[src/rtl/mult_div.sv]
// mult_div: sequential multiply/divide unit with HI/LO result registers.
// Radix-2 shift-add multiply and restoring divide, one bit per clock.
// Ports:
//   clock, reset       rising-edge clock, asynchronous active-high reset
//   start, op, a, b    operation request (00 MULT, 01 MULTU, 10 DIV, 11 DIVU)
//   hi_we, lo_we,      direct HI/LO writes (MTHI/MTLO), honoured only when
//   wdata              idle and not starting an operation
//   busy               iteration in progress
//   done               one-cycle result-ready pulse
//   div_by_zero        one-cycle pulse alongside done for a zero divisor
//   hi, lo             architectural HI/LO registers
module mult_div #(
    parameter int unsigned width = 32
) (
    input  logic             clock,
    input  logic             reset,
    input  logic             start,
    input  logic [1:0]       op,
    input  logic [width-1:0] a,
    input  logic [width-1:0] b,
    input  logic             hi_we,
    input  logic             lo_we,
    input  logic [width-1:0] wdata,
    output logic             busy,
    output logic             done,
    output logic             div_by_zero,
    output logic [width-1:0] hi,
    output logic [width-1:0] lo
);

    localparam int unsigned CW = $clog2(width + 1);

    typedef enum logic [1:0] {IDLE, RUN, FINISH} state_t;

    state_t             state_q;
    logic [CW-1:0]      cnt_q;
    logic [2*width-1:0] acc_q;      // mul: {partial, multiplier}; div: {remainder, dividend/quotient}
    logic [width-1:0]   b_q;        // multiplicand / divisor magnitude
    logic               is_div_q;
    logic               neg_res_q;  // product / quotient must be negated
    logic               neg_rem_q;  // remainder must be negated
    logic               dbz_pend_q;
    logic               busy_q;
    logic               done_q;
    logic               dbz_q;
    logic [width-1:0]   hi_q;
    logic [width-1:0]   lo_q;

    // Operand magnitudes: signed ops iterate on absolute values
    logic             sgn_op;
    logic [width-1:0] a_mag;
    logic [width-1:0] b_mag;

    always_comb begin
        sgn_op = ~op[0];
        a_mag  = (sgn_op && a[width-1]) ? -a : a;
        b_mag  = (sgn_op && b[width-1]) ? -b : b;
    end

    // One iteration of the datapath, plus sign-corrected final result
    logic [width:0]     mul_sum;
    logic [2*width-1:0] mul_next;
    logic [width:0]     div_shift;
    logic [width:0]     div_diff;
    logic               div_ge;
    logic [2*width-1:0] div_next;
    logic [2*width-1:0] step;
    logic [width-1:0]   res_hi;
    logic [width-1:0]   res_lo;

    always_comb begin
        mul_sum   = {1'b0, acc_q[2*width-1:width]} + (acc_q[0] ? {1'b0, b_q} : {(width+1){1'b0}});
        mul_next  = {mul_sum, acc_q[width-1:1]};
        div_shift = {acc_q[2*width-1:width], acc_q[width-1]};
        div_diff  = div_shift - {1'b0, b_q};
        // Borrow out of the trial subtraction means the divisor did not fit
        div_ge    = ~div_diff[width];
        div_next  = {(div_ge ? div_diff[width-1:0] : div_shift[width-1:0]),
                     acc_q[width-2:0], div_ge};
        step      = is_div_q ? div_next : mul_next;
        if (is_div_q) begin
            res_lo = neg_res_q ? -step[width-1:0] : step[width-1:0];
            res_hi = neg_rem_q ? -step[2*width-1:width] : step[2*width-1:width];
        end else begin
            {res_hi, res_lo} = neg_res_q ? -step : step;
        end
    end

    // Control FSM with registered outputs
    always_ff @(posedge clock or posedge reset) begin
        if (reset) begin
            state_q    <= IDLE;
            cnt_q      <= '0;
            acc_q      <= '0;
            b_q        <= '0;
            is_div_q   <= 1'b0;
            neg_res_q  <= 1'b0;
            neg_rem_q  <= 1'b0;
            dbz_pend_q <= 1'b0;
            busy_q     <= 1'b0;
            done_q     <= 1'b0;
            dbz_q      <= 1'b0;
            hi_q       <= '0;
            lo_q       <= '0;
        end else begin
            done_q <= 1'b0;
            dbz_q  <= 1'b0;
            case (state_q)
                IDLE: begin
                    if (start) begin
                        acc_q      <= {{width{1'b0}}, a_mag};
                        b_q        <= b_mag;
                        is_div_q   <= op[1];
                        neg_res_q  <= sgn_op & (a[width-1] ^ b[width-1]);
                        neg_rem_q  <= sgn_op & a[width-1];
                        cnt_q      <= CW'(width);
                        if (op[1] && (b == '0)) begin
                            dbz_pend_q <= 1'b1;
                            state_q    <= FINISH;
                        end else begin
                            dbz_pend_q <= 1'b0;
                            busy_q     <= 1'b1;
                            state_q    <= RUN;
                        end
                    end else begin
                        if (hi_we) hi_q <= wdata;
                        if (lo_we) lo_q <= wdata;
                    end
                end
                // width-1 iterations here; the last one is folded into FINISH
                RUN: begin
                    acc_q <= step;
                    cnt_q <= cnt_q - CW'(1);
                    if (cnt_q == CW'(2)) begin
                        busy_q  <= 1'b0;
                        state_q <= FINISH;
                    end
                end
                FINISH: begin
                    done_q <= 1'b1;
                    if (dbz_pend_q) begin
                        dbz_q <= 1'b1;
                    end else begin
                        hi_q <= res_hi;
                        lo_q <= res_lo;
                    end
                    dbz_pend_q <= 1'b0;
                    cnt_q      <= '0;
                    state_q    <= IDLE;
                end
                default: state_q <= IDLE;
            endcase
        end
    end

    assign busy        = busy_q;
    assign done        = done_q;
    assign div_by_zero = dbz_q;
    assign hi          = hi_q;
    assign lo          = lo_q;

endmodule

[config.mk]
export PLATFORM = sky130hd
export DESIGN_NAME = mult_div
export DESIGN_NICKNAME = d
export VERILOG_FILES = /design/src/rtl/mult_div.sv
export SDC_FILE = /design/constraint.sdc
export NUM_CORES = 1
export LEC_CHECK = 0
export CORE_MARGIN = 3
export CORE_UTILIZATION = 53
export CTS_CLUSTER_DIAMETER = 120
export DETAILED_ROUTE_END_ITERATION = 12
export PLACE_DENSITY = 0.76
export SYNTH_ARGS = -nofsm -noshare
export SYNTH_HDL_FRONTEND = slang
export SYNTH_SLANG_ARGS = --single-unit
[constraint.sdc]
create_clock -name clock -period 9 [get_ports clock]
set_input_delay 2.7 -clock clock [delete_from_list [all_inputs] [get_ports clock]]
set_output_delay 2.7 -clock clock [all_outputs]
set_load 0.005 [all_outputs]
Word-level counts from Yosys, hierarchy flattened
Index checks and enable logic that the tools add are counted.
- bits in registers: 175
- input port bits: 103
- output and inout bits: 67
- add/sub/neg operators: 8
- eq/ne operators: 10
- multiplexer cells: 36
- bitwise gates (word level): 5
- reduce and logical (&&, ||, !) cells: 16
- operator list (cell ; count):
    $mux 32 ; 14
    $mux 64 ; 3
    $neg 32->32 ; 4
    $pmux 32 s2 ; 2
    $pmux 64 s2 ; 1
    $neg 64->64 ; 1
    $add 32x32->33 ; 1
    $sub 33x32->33 ; 1
    $logic_not 32->1 ; 1
    $pmux 6 s3 ; 1
    $ne 2x2->1 const B ; 7
    $reduce_and 4->1 ; 3
    $reduce_and 2->1 ; 5
    $mux 1 ; 8
    $eq 6x2->1 const B ; 1
    $mux 2 ; 3
    $mux 6 ; 1
    $sub 6x1->6 const B ; 1
    $pmux 1 s2 ; 2
    $pmux 2 s2 ; 1
    $reduce_bool 2->1 ; 2
    $logic_and 1x1->1 ; 3
    $reduce_bool 3->1 ; 1
    $and 1x1->1 ; 2
    other kinds (5) ; 6

Logic depth before layout (Yosys ltp)
Gate-level depths: netlist (run 1).
- word-level depth: 8
- depth in mapped cells: 26
- mapped depth without buffers: 26

Worst setup path before layout (run 1)
No wires, ideal clock.
- path kind: reg2reg
- start point: register acc_q[31]
- end point: register hi_q[28], in the netlist hi[28]
- setup time: 0.099 ns
- arrival time: 6.529 ns
- slack: 2.372 ns
- cell stages (with the launch flop): 27
- buffers on the path: 0
- period minus slack after synthesis: 6.628 ns
- cells stage by stage: dfrtp_1 > inv_1 > ha_1 > inv_1 > fa_1 > a21o_1 > a221o_1 > a31o_1 > a21o_1 > a21oi_4 > xnor2_2 > nand2_1 > a21boi_0 > ha_1 > o211ai_1 > o21bai_1 > or2_2 > nor4_1 > nand4_1 > or3_1 > o41ai_1 > inv_1 > nor3_1 > nand3_1 > o31ai_1 > xor2_1 > a311oi_1
- longest elaborated chain between the ends: 8
- ends and longest elaborated chain (what ; line ; source):
    start, declared ; 37 ; logic [2*width-1:0] acc_q;
    start signal, assigned ; 111 ; acc_q <= {{width{1'b0}}, a_mag};
    start signal, assigned ; 132 ; acc_q <= step;
    $sub 33x32->33 ; 75 ; div_diff = div_shift - {1'b0, b_q};
    $mux 32 / $not 1->1 (equally long branches) ; 78, 77 ;
    $mux 64 * ; 80 ; step = is_div_q ? div_next : mul_next;
    $neg 64->64 / $neg 32->32 (equally long branches) ; 85, 83 ;
    $mux 64 / $mux 32 (equally long branches) ; 85, 83 ;
    $mux 32 * ; 81 ; if (is_div_q) begin
    $mux 32 * ; 141 ; if (dbz_pend_q) begin
    $pmux 32 s2 * ; 108 ; case (state_q)
    end signal, assigned ; 126 ; if (hi_we) hi_q <= wdata;
    end signal, assigned ; 144 ; hi_q <= res_hi;
    end, declared ; 46 ; logic [width-1:0] hi_q;
Every way passes the cells marked *; elsewhere a longest branch is shown, timed or not. The select of a mux whose other input is x is not followed.
A chain may end at the register's enable or synchronous reset.

Worst setup path after layout (run 1)
Ends and elaborated chain as after synthesis.

==> results of run 1 <==
## layout make-up
| type | count | area [sq um] | area share (%) |
|---|---|---|---|
| multi-input combinational | 1640 | 10260 | 57.54 |
| sequential | 175 | 4383 | 24.59 |
| timing repair buffer | 186 | 1819 | 10.21 |
| tap | 378 | 473.0 | 2.653 |
| clock buffer | 17 | 425.4 | 2.386 |
| inverter | 73 | 279.0 | 1.565 |
| clock inverter | 15 | 190.2 | 1.067 |
## path summary, 6_finish.rpt
path | from | to | slack [ns] | cells after the start
max in group asynchronous | reset | is_div_q$_DFFE_PP0P_ | 4.95 | 3
max reg2reg | acc_q[31]$_DFFE_PP0P_ | hi[28]$_DFFE_PP0P_ | 1.16 | 26
max | acc_q[31]$_DFFE_PP0P_ | hi[28]$_DFFE_PP0P_ | 1.16 | 26
min in group asynchronous | reset | b_q[23]$_DFFE_PP0P_ | 2.73 | 2
min | hi[5]$_DFFE_PP0P_ | hi[5]$_DFFE_PP0P_ | 0.49 | 2
min reg2reg | hi[5]$_DFFE_PP0P_ | hi[5]$_DFFE_PP0P_ | 0.49 | 2
## layer usage
layer	global-route usage [%]	up-vias	share of wire, %
met5	0	-	0
met1	49.53	7373	45
met3	6.312	90	9.1
met2	49.49	741	43
li1	-	7276	-
met4	10.69	0	3.1
## worst reg2reg max path, cell delays in order, from the launching register on
cell and delay, ns:
dfrtp_1 0.38, inv_1 0.09, ha_1 0.17, inv_1 0.05, fa_1 0.40, a21o_1 0.19
a221o_1 0.39, a31o_1 0.31, a21o_1 0.24, a21oi_4 0.40, xnor2_2 0.11, nand2_1 0.22
a21boi_0 0.40, ha_1 0.27, o211ai_1 0.11, o21bai_1 0.19, or2_2 0.32, nor4_1 0.42
nand4_1 0.25, or3_1 0.52, o41ai_1 0.71, inv_1 0.17, nor3_1 0.47, nand3_1 0.23
o31ai_1 0.33, xor2_1 0.10, a311oi_1 0.29
## flip-flops by register name, summed over array words and instances (netlist names), 2 cells and up
register / cells
lo: 32
acc_q: 64
hi: 32
cnt_q: 6
b_q: 32
state_q: 2
## logic make-up after synthesis
group	synth area share, %
fa+ha+maj	6.253
compound gates	24.43
flops	28.72
buf+inv	4.292
simple gates	21.29
xor+xnor	10.04
mux	4.981
## metrics by stage
step	instances	hold slack, ns	setup slack (ns)	total power [W]
final	2484	0.4865	1.163	0.007718
after global routing	2484	0.5161	0.5786	0.008258
after CTS	2484	0.4898	1.277	0.007594
after detailed placement	2452	0.4718	1.329	0.006767
after global placement	2452	0.4615	1.522	0.006697
after floorplan	1988	0.4632	1.555	0.004993
## cell usage in the layout (no fill, tap or decap), types with 5 or more instances in the layout
cell type and count:
o21ai_0 201, a21oi_1 215, nor3_1 54, mux2_2 7, o41ai_1 9, or2_2 10
o22ai_1 6, dfrtp_1 174, o31ai_1 19, a211oi_1 8, a22o_1 18, ha_1 72
a21o_1 25, a21boi_0 6, clkbuf_16 17, nand4_1 14, o211ai_1 18, or3_1 6
and3_1 32, nor2_1 167, nor2b_1 21, clkdlybuf4s50_1 169, mux2i_1 68, xor2_1 95
xnor2_1 76, nor4_1 13, a311oi_1 5, nand2b_1 24, inv_1 69, and2_1 44
a31oi_1 24, o21a_1 11, buf_4 17, nand2_1 255, inv_6 6, o21bai_1 8
nand3_1 30
## report_power, final
part	switching (W)	internal, W	leakage, nW
registers	0.000361	0.00115	2.17
logic	0.00341	0.00200	5.13
clock network	0.000377	0.000425	0.300
==> impl_results.md, run 1 <==
* Die Wd at roughly 180 um
* Endpoints failing setup at 0
* Main synth FF type: dfrtp_1
* Drt first pass iters at 6
* DRC Markers at 0
* Port buffer count at about 170
* EDFF count, synth at 0
* Maximum VDD drop at 281.0 uV
* FF+latch count, synth at around 180
* Clk_lat worst skew at 0.45 ns
* Core area at 28090 sq um
* Fmax at 127.6 MHz
* CP max FO at 9
* Hold WC Path Type: reg2reg
* Fraction of final layout cells sized beyond drive strength 1 at 4.179%
* Root Driver: clkbuf_16
* Unrepaired setup endpoints after global routing: no
* Status: finished clean
* Clk sinks at between 150 and 200
* Fin. Hold Viols at 0
* Die Footprint at 30840 sq um
* GRT Overall Usage at roughly a third
* Max incr delay on CP at around 0.71 ns
* Leakage at ~7.6 nW
* Most frequent cell after synthesis: nand2_1
* Critical path capture point type: flip-flop
* Synth unique cells at 80
* Via density at roughly 6.2
* Worst Tran Pin Value at 1.211 ns
* Area of the mapped netlist at ~15000 sq um
* Synth top area cells: dfrtp_1 29%, a21oi_1 7.2%, o21ai_0 6.6%, nand2_1 6.3%, ha_1 6.0%
* Placed cell area at between 15000 and 20000 sq um
* GRT overflow at 0
* CTS Hold Bufs at 0
* # IOs at 170
* Synth top area share at roughly 29%
* Clock buffer count from CTS at 17
* Row count at 61
* Total negative slack at 0 ns
* Number of global-route vias before repair at 14.26k
* Number of diodes at 0
* Syn avg cell area at 7.670 sq um
* Crit share post-route at 87.08%
* Fillers at 2540
* Post-route antenna net violation count at 0
* CTS tree: yes
* Largest net degree at the start of global routing at 69
* Util after Layout at a little under two thirds
* Avg WL per Cell at 21.17 um
* Initial core utilization at ~54%
* Syn Nets at 2166
* Max_cap viols at 0
* Crit path DAT at 8.18 ns
* Clock Tree Buf Depth at 2
* DRT iter0 DRCs at 1946
* Top cells by count, synth: 256 x nand2_1, 218 x a21oi_1, 201 x o21ai_0, 175 x dfrtp_1, 167 x nor2_1
* Post-CTS setup buffer count at 0
* First-pass GRT wire length at slightly above 80000 um
* Crit path buffers/inverters at 3
* Final Max Tran Viols at 0
* Clock transition at path regs at 0.07 ns
* H-tree depth at 4
* Initial antenna violation count at 0
* Warnings from Yosys at 0
* Vias at approximately 15k
* Synth area leader: dfrtp_1
* CP required at 9.34 ns
* Crit path launch type: flip-flop
* Period minus WS final at 7.837 ns
* Final Skew at approximately 0.018 ns
* Seq/Total Area, Yosys at between 20% and 30%
* Cell mode on critical path: inv_1
* Crit-path leading delay family: compound AO/OA/AOI/OAI gates
* Power Density at approximately 430 nW/um^2
* Final #Nets at roughly 2.3k
* Asr flop ratio synth at 100.0%
* Relative slew margins at roughly 18%
* Fin area at 17830 sq um
* Synthesis-to-finish area growth at 16.91%
* Die height at 175.6 um
* Post-cts resize count at 0
* Crit-path slowest cell: o41ai_1
* Routed WL at 52590 um
* Post-Syn Instances at 1988
* Setup Crit Path Kind: reg2reg
* Hpwl dp at 40600 um
* RePlAce Congestion at 0.9420
Power figures use the tool's default switching activity.
==> inputs of run 2 (changes only) <==
CORE_UTILIZATION = 45   (was 53)
PLACE_DENSITY = 0.66   (was 0.76)
==> impl_results.md, run 2 (synthesis results as in run 1) <==
* CP endpoint: hi[28]$_DFFE_PP0P_
* Critical path capture point type: flip-flop
* Worst r2r src: acc_q[31]$_DFFE_PP0P_
* Largest net degree at the start of global routing at just under 70
* Clk sinks at about 180
* Row count at 66
* Hold WC Path Type: reg2reg
* Unrepaired setup endpoints after global routing: no
* CTS tree: yes
* CP Launch Point: acc_q[31]$_DFFE_PP0P_
* Max incr delay on CP at 0.70 ns
* Post-route antenna net violation count at 0
* Initial core utilization at 46.27%
* Crit path launch type: flip-flop
* R2r setup slk at 0.93 ns
* Via density at 5.929
* Final Skew at 0.01273 ns
* Crit-path slowest cell: o41ai_1
* Routed WL at approximately 54000 um
* Clock transition at path regs at 0.07 ns
* Core area at 32950 sq um
* Initial antenna violation count at 0
* Status: finished clean
* Fillers at 3117
* CP required at between 9 and 10 ns
* Endpoints failing setup at 0
* Crit share post-route at between 80% and 90%
* Crit path DAT at 8.43 ns
* Crit path buffers/inverters at 3
* Clock power share at 10.2%
* Worst Tran Pin Value at 1.169 ns
* Avg WL per Cell at 21.03 um
* CTS Hold Bufs at 0
* Hpwl dp at 42010 um
* Clock Tree Buf Depth at 2
* GRT overflow at 0
* WP depth at 26
* Setup Crit Path Kind: reg2reg
* Drt first pass iters at 5
* Number of global-route vias before repair at between 10k and 15k
* Most frequent cells in the layout: 255 x nand2_1, 215 x a21oi_1, 201 x o21ai_0
* Power Density at 431.8 nW/um^2
* Reg with most FFs: acc_q
* Util after Layout at 54.36%
* Maximum VDD drop at 209.4 uV
* Die height at 190.1 um
* Max_cap viols at 0
* Final Max Tran Viols at 0
* Max reg flops at 64
* RePlAce Congestion at 0.9648
* Vias at ~15k
* Sw Pwr at 0.004142 W
* First-pass GRT wire length at 82280 um
* Final #Nets at 2273
* Post-CTS setup buffer count at 0
* DRC Markers at 0
* Hold Path Cell Cnt at 2
* Synthesis-to-finish area growth at 17.48%
* Post-cts resize count at 0
* Fraction of final layout cells sized beyond drive strength 1 at under 10%
* Seq pwr share at about a fifth
* Number of diodes at 0
* Relative slew margins at 22.08%
* Crit-path leading delay family: compound AO/OA/AOI/OAI gates
* Combinational share of power at 69.6%
* R2R depth at 26
* CP max FO at 9
* Root Driver: clkbuf_16
* Reg2reg end: hi[28]$_DFFE_PP0P_
* Period minus WS final at 8.070 ns
* Die Wd at 190.1 um
* Total negative slack at 0 ns
* Internal power at 0.003592 W
* Fin. Hold Viols at 0
* Commonest non-fill, non-tap cell in the layout: nand2_1
* Clk_lat worst skew at 0.46 ns
* Clock buffer count from CTS at 17
* H-tree depth at 4
* Die Footprint at about 36000 sq um
* DRT iter0 DRCs at 1687
* Switching Fraction at 53.56%
* # IOs at 170
* Leakage at 7.594 nW
* Port buffer count at 169
* Cell mode on critical path: inv_1
* GRT Overall Usage at 29.34%
* Fmax at 123.9 MHz
[run 2: power by group through the flow]
stage                     combinational [W]  clock, W  sequential (W)
after floorplan                     0.00360         0         0.00139
after global placement              0.00524         0         0.00155
after detailed placement            0.00527         0         0.00156
after CTS                           0.00529  0.000798         0.00155
after global routing                0.00587  0.000827         0.00161
final                               0.00538  0.000789         0.00156
[run 2: metrics by stage]
stage          hold slack, ns  instances  cell area [sq um]  worst slack (ns)  power (W)
3_5_place_dp           0.4712       2518              17310             1.196   0.006831
4_1_cts                0.4868       2550              17910             1.152   0.007644
5_1_grt                0.5049       2550              17910            0.4745   0.008308
3_3_place_gp           0.4641       2518              17310             1.517   0.006782
2_1_floorplan          0.4632       1988              15250             1.555   0.004993
6_report               0.4834       2550              17910            0.9298   0.007734
[run 2: worst register-to-register path: cells and delay by family, from the launching register on]
family | cells | cell delay (ns)
AO/OA/AOI/OAI | 11 | 3.63
AND/OR/NAND/NOR | 7 | 2.58
adder cells (fa/ha/maj) | 3 | 0.84
flip-flops | 1 | 0.38
buffers and inverters | 3 | 0.34
XOR/XNOR | 2 | 0.22
[run 2: final cells by class]
class	count	area [sq um]	share of cell area [%]
clock buffer	21	460.4	2.571
clock inverter	11	146.4	0.8173
inverter	73	279.0	1.558
multi-input combinational	1640	10260	57.26
sequential	175	4383	24.47
tap	442	553.0	3.087
timing repair buffer	188	1834	10.24
[run 2: how the worst min path moves through the flow]
stage | end | slack, ns | from
final | hi[7]$_DFFE_PP0P_ | 0.48 | hi[7]$_DFFE_PP0P_
after global routing | hi[7]$_DFFE_PP0P_ | 0.50 | hi[7]$_DFFE_PP0P_
after CTS | hi[7]$_DFFE_PP0P_ | 0.49 | hi[7]$_DFFE_PP0P_
after detailed placement | hi[7]$_DFFE_PP0P_ | 0.47 | hi[7]$_DFFE_PP0P_
after global placement | hi[5]$_DFFE_PP0P_ | 0.46 | hi[5]$_DFFE_PP0P_
after floorplan | dbz_pend_q$_DFFE_PP0P_ | 0.46 | dbz_pend_q$_DFFE_PP0P_
[run 2: metal layers]
layer  routed length [um]  part of all wire [%]  track usage (%)  vias to the layer above
li1                     -                     -                -                     7269
met1                24980                    47            42.96                     7193
met2                22830                    43            43.29                      582
met3                 4328                   8.1            6.210                       75
met4                 1492                   2.8            8.985                        0
met5                    0                     0                0                        -
